**src/rtl/act_interp_lut.sv**
```systemverilog
// act_interp_lut: three-stage interpolating activation table behind a valid/ready stream.
// Define ACT_LUT_WRITE_EN for a run-time writable table (adds wr_en/wr_addr/wr_data ports).
module act_interp_lut #(
    parameter int IN_W   = 8,
    parameter int ADDR_W = 4,
    parameter int OUT_W  = 8
) (
    input  logic              clk,
    input  logic              rst,
    input  logic              in_valid,
    output logic              in_ready,
    input  logic [IN_W-1:0]   in_data,
    output logic              out_valid,
    input  logic              out_ready,
    output logic [OUT_W-1:0]  out_data
`ifdef ACT_LUT_WRITE_EN
    ,
    input  logic              wr_en,
    input  logic [ADDR_W-1:0] wr_addr,
    input  logic [OUT_W-1:0]  wr_data
`endif
);
    localparam int FRAC_W = IN_W - ADDR_W;
    localparam int DEPTH  = 2 ** ADDR_W;
    localparam int PW     = OUT_W + FRAC_W + 2;
    localparam logic [ADDR_W-1:0]    IDX_P = ADDR_W'((2 ** (ADDR_W - 1)) - 1);
    localparam logic signed [PW-1:0] SMAX  = PW'((2 ** (OUT_W - 1)) - 1);
    localparam logic signed [PW-1:0] SMIN  = ~SMAX;

    function automatic logic [OUT_W-1:0] ramp(input logic [ADDR_W-1:0] i);
        logic [OUT_W-1:0] v;
        v = '0;
        v[OUT_W-1 -: ADDR_W] = i;
        return v;
    endfunction

    logic                     advance;
    logic [ADDR_W-1:0]        idx;
    logic [ADDR_W-1:0]        nidx;
    logic [FRAC_W-1:0]        frac;
    logic [OUT_W-1:0]         base_c;
    logic [OUT_W-1:0]         next_c;
    logic                     v1;
    logic                     v2;
    logic signed [OUT_W-1:0]  base1;
    logic signed [OUT_W-1:0]  next1;
    logic [FRAC_W-1:0]        frac1;
    logic signed [OUT_W-1:0]  base2;
    logic signed [PW-1:0]     prod2;
    logic signed [OUT_W:0]    delta_c;
    logic signed [PW-1:0]     prod_c;
    logic signed [PW-1:0]     sum_c;
    logic [OUT_W-1:0]         sat_c;

    assign advance  = !out_valid || out_ready;
    assign in_ready = advance;
    assign idx      = in_data[IN_W-1 -: ADDR_W];
    assign frac     = in_data[FRAC_W-1:0];
    // idx+1 already wraps -1 to 0; only the top positive index needs clamping
    assign nidx     = (idx == IDX_P) ? IDX_P : idx + ADDR_W'(1);

`ifdef ACT_LUT_WRITE_EN
    logic [OUT_W-1:0] lut [DEPTH];

    always_ff @(posedge clk or posedge rst) begin
        if (rst) begin
            for (int unsigned i = 0; i < DEPTH; i++) begin
                lut[i] <= ramp(ADDR_W'(i));
            end
        end else if (wr_en) begin
            lut[wr_addr] <= wr_data;
        end
    end

    assign base_c = lut[idx];
    assign next_c = lut[nidx];
`else
    assign base_c = ramp(idx);
    assign next_c = ramp(nidx);
`endif

    always_comb begin
        delta_c = (OUT_W + 1)'(next1) - (OUT_W + 1)'(base1);
        prod_c  = PW'(delta_c) * $signed(PW'(frac1));
        sum_c   = PW'(base2) + (prod2 >>> FRAC_W);
        if (sum_c > SMAX) begin
            sat_c = SMAX[OUT_W-1:0];
        end else if (sum_c < SMIN) begin
            sat_c = SMIN[OUT_W-1:0];
        end else begin
            sat_c = sum_c[OUT_W-1:0];
        end
    end

    // All stages share one enable, so bubbles keep their positions through a stall
    always_ff @(posedge clk or posedge rst) begin
        if (rst) begin
            v1        <= 1'b0;
            v2        <= 1'b0;
            out_valid <= 1'b0;
            base1     <= '0;
            next1     <= '0;
            frac1     <= '0;
            base2     <= '0;
            prod2     <= '0;
            out_data  <= '0;
        end else if (advance) begin
            v1        <= in_valid;
            v2        <= v1;
            out_valid <= v2;
            if (in_valid) begin
                base1 <= base_c;
                next1 <= next_c;
                frac1 <= frac;
            end
            if (v1) begin
                base2 <= base1;
                prod2 <= prod_c;
            end
            if (v2) begin
                out_data <= sat_c;
            end
        end
    end
endmodule
```
**config.mk**
```make
export PLATFORM = sky130hd
export DESIGN_NAME = act_interp_lut
export DESIGN_NICKNAME = d
export VERILOG_FILES = /design/src/rtl/act_interp_lut.sv
export SDC_FILE = /design/constraint.sdc
export NUM_CORES = 1
export LEC_CHECK = 0
export CAP_MARGIN = 20
export CORE_MARGIN = 4
export CORE_UTILIZATION = 58
export CTS_BUF_LIST = sky130_fd_sc_hd__clkbuf_16
export DETAILED_ROUTE_END_ITERATION = 7
export DONT_BUFFER_PORTS = 1
export GPL_ROUTABILITY_DRIVEN = 0
export PLACE_DENSITY_LB_ADDON = 0.08
export SYNTH_ARGS = -nofsm -noshare
export SYNTH_HDL_FRONTEND = slang
export SYNTH_SLANG_ARGS = --single-unit
```
**constraint.sdc**
```tcl
create_clock -name clk -period 4.2 [get_ports clk]
set_clock_uncertainty 0.1 [all_clocks]
set_input_delay 0.84 -clock clk [delete_from_list [all_inputs] [get_ports clk]]
set_output_delay 0.84 -clock clk [all_outputs]
set_load 0.02 [all_outputs]
```
* Word level (Yosys, flattened, before mapping)
Cells that the tools add are included.
Word-level totals: input port bits 12, word-level logic and storage cells 24, flip-flop bits (word level) 41
Operators by class: eq/ne operators 1, muxes and demuxes 3, reduce and logical (&&, ||, !) cells 5, add/subtract/negate cells 3, $mul 1, magnitude comparators 2
Operator list (number):
- $mux W8 | 2
- $mul A9 B5 Y14 | 1
- $add A8 B10 Y11 | 1
- $gt A11 B8 Y1 const B | 1
- $lt A11 B8 Y1 const B | 1
- $sub A8 B8 Y9 | 1
- $reduce_and A2 Y1 | 3
- $add A4 B1 Y4 const B | 1
- $eq A4 B3 Y1 const B | 1
- $mux W4 | 1
- $logic_not A1 Y1 | 1
- $logic_or A1 B1 Y1 | 1

* Longest topological paths before layout
depth after elaboration 4, depth in mapped cells 20

* Worst setup path after synthesis
No wires, ideal clock.
kind reg-to-reg, from register next1[4], to register prod2[13], setup time 0.130 ns, path buffers 0, cell stages (with the launch flop) 20, arrival time 3.749 ns, setup slack 0.221 ns, path through dfrtp_1 inv_1 ha_1 inv_1 fa_1 nand2_1 a31oi_1 nand2b_1 inv_1 ha_1 fa_1 inv_1 fa_1 inv_1 ha_1 a21oi_1 o21ai_0 o31ai_1 xnor2_1 o21ai_1
Between the ends: word-level cells in the longest chain between the ends 2
Ends and longest elaborated chain:
- start, declared | line 46 | logic signed [OUT_W-1:0] next1;
- start signal, assigned | line 113 | next1 <= next_c;
- $sub A8 B8 Y9 | line 83 | delta_c = (OUT_W + 1)'(next1) - (OUT_W + 1)'(base1);
- $mul A9 B5 Y14 | line 84 | prod_c = PW'(delta_c) * $signed(PW'(frac1));
- end signal, assigned | line 118 | prod2 <= prod_c;
- end, declared | line 49 | logic signed [PW-1:0] prod2;
No other way between the ends. A chain may end at the register's enable or synchronous reset.

* Worst setup path in the final report
from register next1[4], to register prod2[12]
The elaborated chain is that of the path after synthesis.

==> impl_metrics.toml <==
[worst_setup_path]
worstPathRequired_ns = 4.32
critical_path_arrival_ns = 4.17
cp-end-kind = "flop"
crit_fanout = 4
startpoint_type = "flop"
crit_type = "flop to flop"

[layout]
ff_latch_area_um2 = 927
postLayoutCellArea_um2 = 3290
synthToLayoutAreaGrowth_pct = 13.7
nNetsFinal = 348
fill_cells = 389
fin_cells = 362
diodes = 0
multi_input_area_um2 = 1910
drive_gt1_share_pct = 22.4

[logic_synthesis]
synth_area_um2 = 2900
syn-num-nets = 340
ys.warnings.count = 0
synth_enable_flop_cells = 0
syn_inst = 286
synth_cell_types = 49
synth_ff_type = "dfrtp_1"
ys_ff_latch = 37
syn_area_per_cell_um2 = 10.1
synth_async_sr_flop_share_pct = 100
ys_seq_area_share_pct = 32.0

[timing]
slew_headroom_pct = 55.6
finalCriticalPeriod_ns = 4.06
hold_viol = 0
postLayoutSetupSlackWorst_ns = 0.141
worst-slew-pin-transition_ns = 0.666
hold_slack_ns = 0.398
period_share_pct = 96.7
fmax_mhz = 246
finalSetupViolCount = 0
maxSlewViolCount = 0

[floorplan]
die-area_um2 = 6190
die_width_um = 78.7
initial_core_util_pct = 60.5
io_pins = 22
rows = 25
core-area_um2 = 4790
die_y_um = 78.7

[clock_network]
cts_made_buffers = 5
clk_pin_slew_worst_paths_ns = 0.06
htreeDepth = 2
clock_path_buffers = 2
ctsHoldBuffers = 0
clk_latency_ns = 0.28
numClockSinks = 37
cts_tree = "done"
cts_root_buffer = "clkbuf_16"

[drt]
drc = 0
drt_iter0_markers = 78
first_pass_iters = 4
routedWlPerCell_um = 15.0
postRouteAntennaNets = 0
routed_via_density = 5.58
wl_um = 5430
num_vias = 2021

[placement]
dp.cells = 350
dpl_cell_area_um2 = 2970
dp_hpwl_um = 3850
place_ws_ns = -0.0143
io_buffers = 0

[global_route]
grt_start_max_net_pins = 38
grtUsageTotal_pct = 18.9
gr-total-overflow = 0
grt_pass1_wl_um = 9280
grt_pass1_vias = 2062
antenna_found_initial = 0

[min_path]
hp-class = "flop to flop"

[status]
outcome = "finished, final reports clean"

[flow_run]
max_cap_violations = 0
-- synthesized netlist by cell type, drive strengths merged, types with 2 or more instances --
library cell / n / area, µm²
inv: 38 / 143
dfrtp: 37 / 926
ha: 29 / 363
nand2: 20 / 82.6
o21ai: 17 / 88.8
fa: 13 / 260
mux2: 12 / 135
nor3: 11 / 60.1
and2: 10 / 62.6
a211oi: 9 / 72.6
a21oi: 9 / 45.0
nor2b: 9 / 56.3
xnor2: 8 / 70.1
a221oi: 7 / 61.3
nor2: 7 / 26.3
buf: 6 / 42.5
a2111oi: 5 / 62.6
a21o: 4 / 30.0
nand2b: 4 / 25.0
xor2: 4 / 35.0
nand3: 3 / 15.0
nor3b: 3 / 27.5
clkbuf: 2 / 7.51
o21a: 2 / 16.3
o22ai: 2 / 25.0
-- final timing paths --
kind | from | end | slack (ns) | cells past startpoint
worst max-delay path | next1[4]$_DFFE_PP0P_ | prod2[12]$_DFFE_PP0P_ | 0.14 | 17
worst min-delay path | prod2[11]$_DFFE_PP0P_ | prod2[11]$_DFFE_PP0P_ | 0.40 | 2
worst max register to register | next1[4]$_DFFE_PP0P_ | prod2[12]$_DFFE_PP0P_ | 0.14 | 17
worst min register to register | prod2[11]$_DFFE_PP0P_ | prod2[11]$_DFFE_PP0P_ | 0.40 | 2
max in group asynchronous | rst | next1[5]$_DFFE_PP0P_ | 3.20 | 2
min in group asynchronous | rst | base1[6]$_DFFE_PP0P_ | 0.45 | 2
-- through the flow --
step / setup TNS [ns] / util, %
floorplan: 0 / -
global placement: 0 / 62.0
detailed placement: -0.0143 / 62.0
CTS: 0 / 65.8
global route: -0.0347 / 68.8
finish: 0 / 68.8
-- per-layer routing --
metal	GRT usage [%]	share of wire [%]	vias up
li1	-	-	1014
met1	22.2	43	979
met2	34.2	53	21
met3	3.90	2.2	7
met4	5.59	1.4	0
met5	0	0	-
-- logic make-up after synthesis --
family	synth area share (%)
multiplexers	4.67
AO/OA/AOI/OAI	16.8
buffers and inverters	6.65
AND/OR/NAND/NOR	14.8
flip-flops	32.0
adder cells (fa/ha/maj)	21.5
XOR/XNOR	3.63
-- area by class of cell --
class                           instances  area share, %
Clock buffer                            5           3.80
Clock inverter                          3           1.29
Inverter                               38           4.33
Multi-Input combinational cell        203           57.8
Sequential cell                        37           28.1
Tap cell                               67           2.54
Timing Repair Buffer                    9           2.05
-- repair_timing --
action | 4_1_cts | 5_1_grt
buffers inserted | 0 | 4
gates resized for setup | 2 | 24
hold endpoints to repair | 0 | 0
endpoints found under the setup margin | 1 | 4
pin swaps | 1 | 14
-- cells in the final DEF (no fill, tap or decap), drive strengths merged, types with 2 or more instances in the layout --
cell type and n:
buf 9, dfrtp 37, a211oi 9, ha 29, a221oi 7, and2 10, xnor2 8, nand3 3
nor2b 9, nand2b 4, nand2 20, mux2 12, a2111oi 5, nor3 11, fa 13, o21a 2
nor3b 3, o21ai 17, inv 39, a21o 4, clkbuf 5, a21oi 9, o22ai 2, xor2 4
nor2 7
-- flip-flops by register name (all words and copies together), names as in the netlist --
signal     cells
prod2         10
out_data       8
base1          4
base2          4
frac1          4
next1          4
out_valid      1
v1             1
v2             1
-- worst max-delay path: stages, from the launching register on --
cell and delay [ns]:
dfrtp_1 0.37, inv_2 0.06, ha_2 0.16, inv_2 0.04
fa_2 0.41, xor2_2 0.17, and2_4 0.17, ha_4 0.26
inv_2 0.03, fa_1 0.46, fa_1 0.48, inv_1 0.06
ha_4 0.28, a21o_1 0.12, a21o_1 0.15, a21oi_2 0.07
or4b_1 0.51, nand3_1 0.09
Power is not shown: default switching activity piles up to over one toggle a cycle in this logic, so the estimate is an artifact.
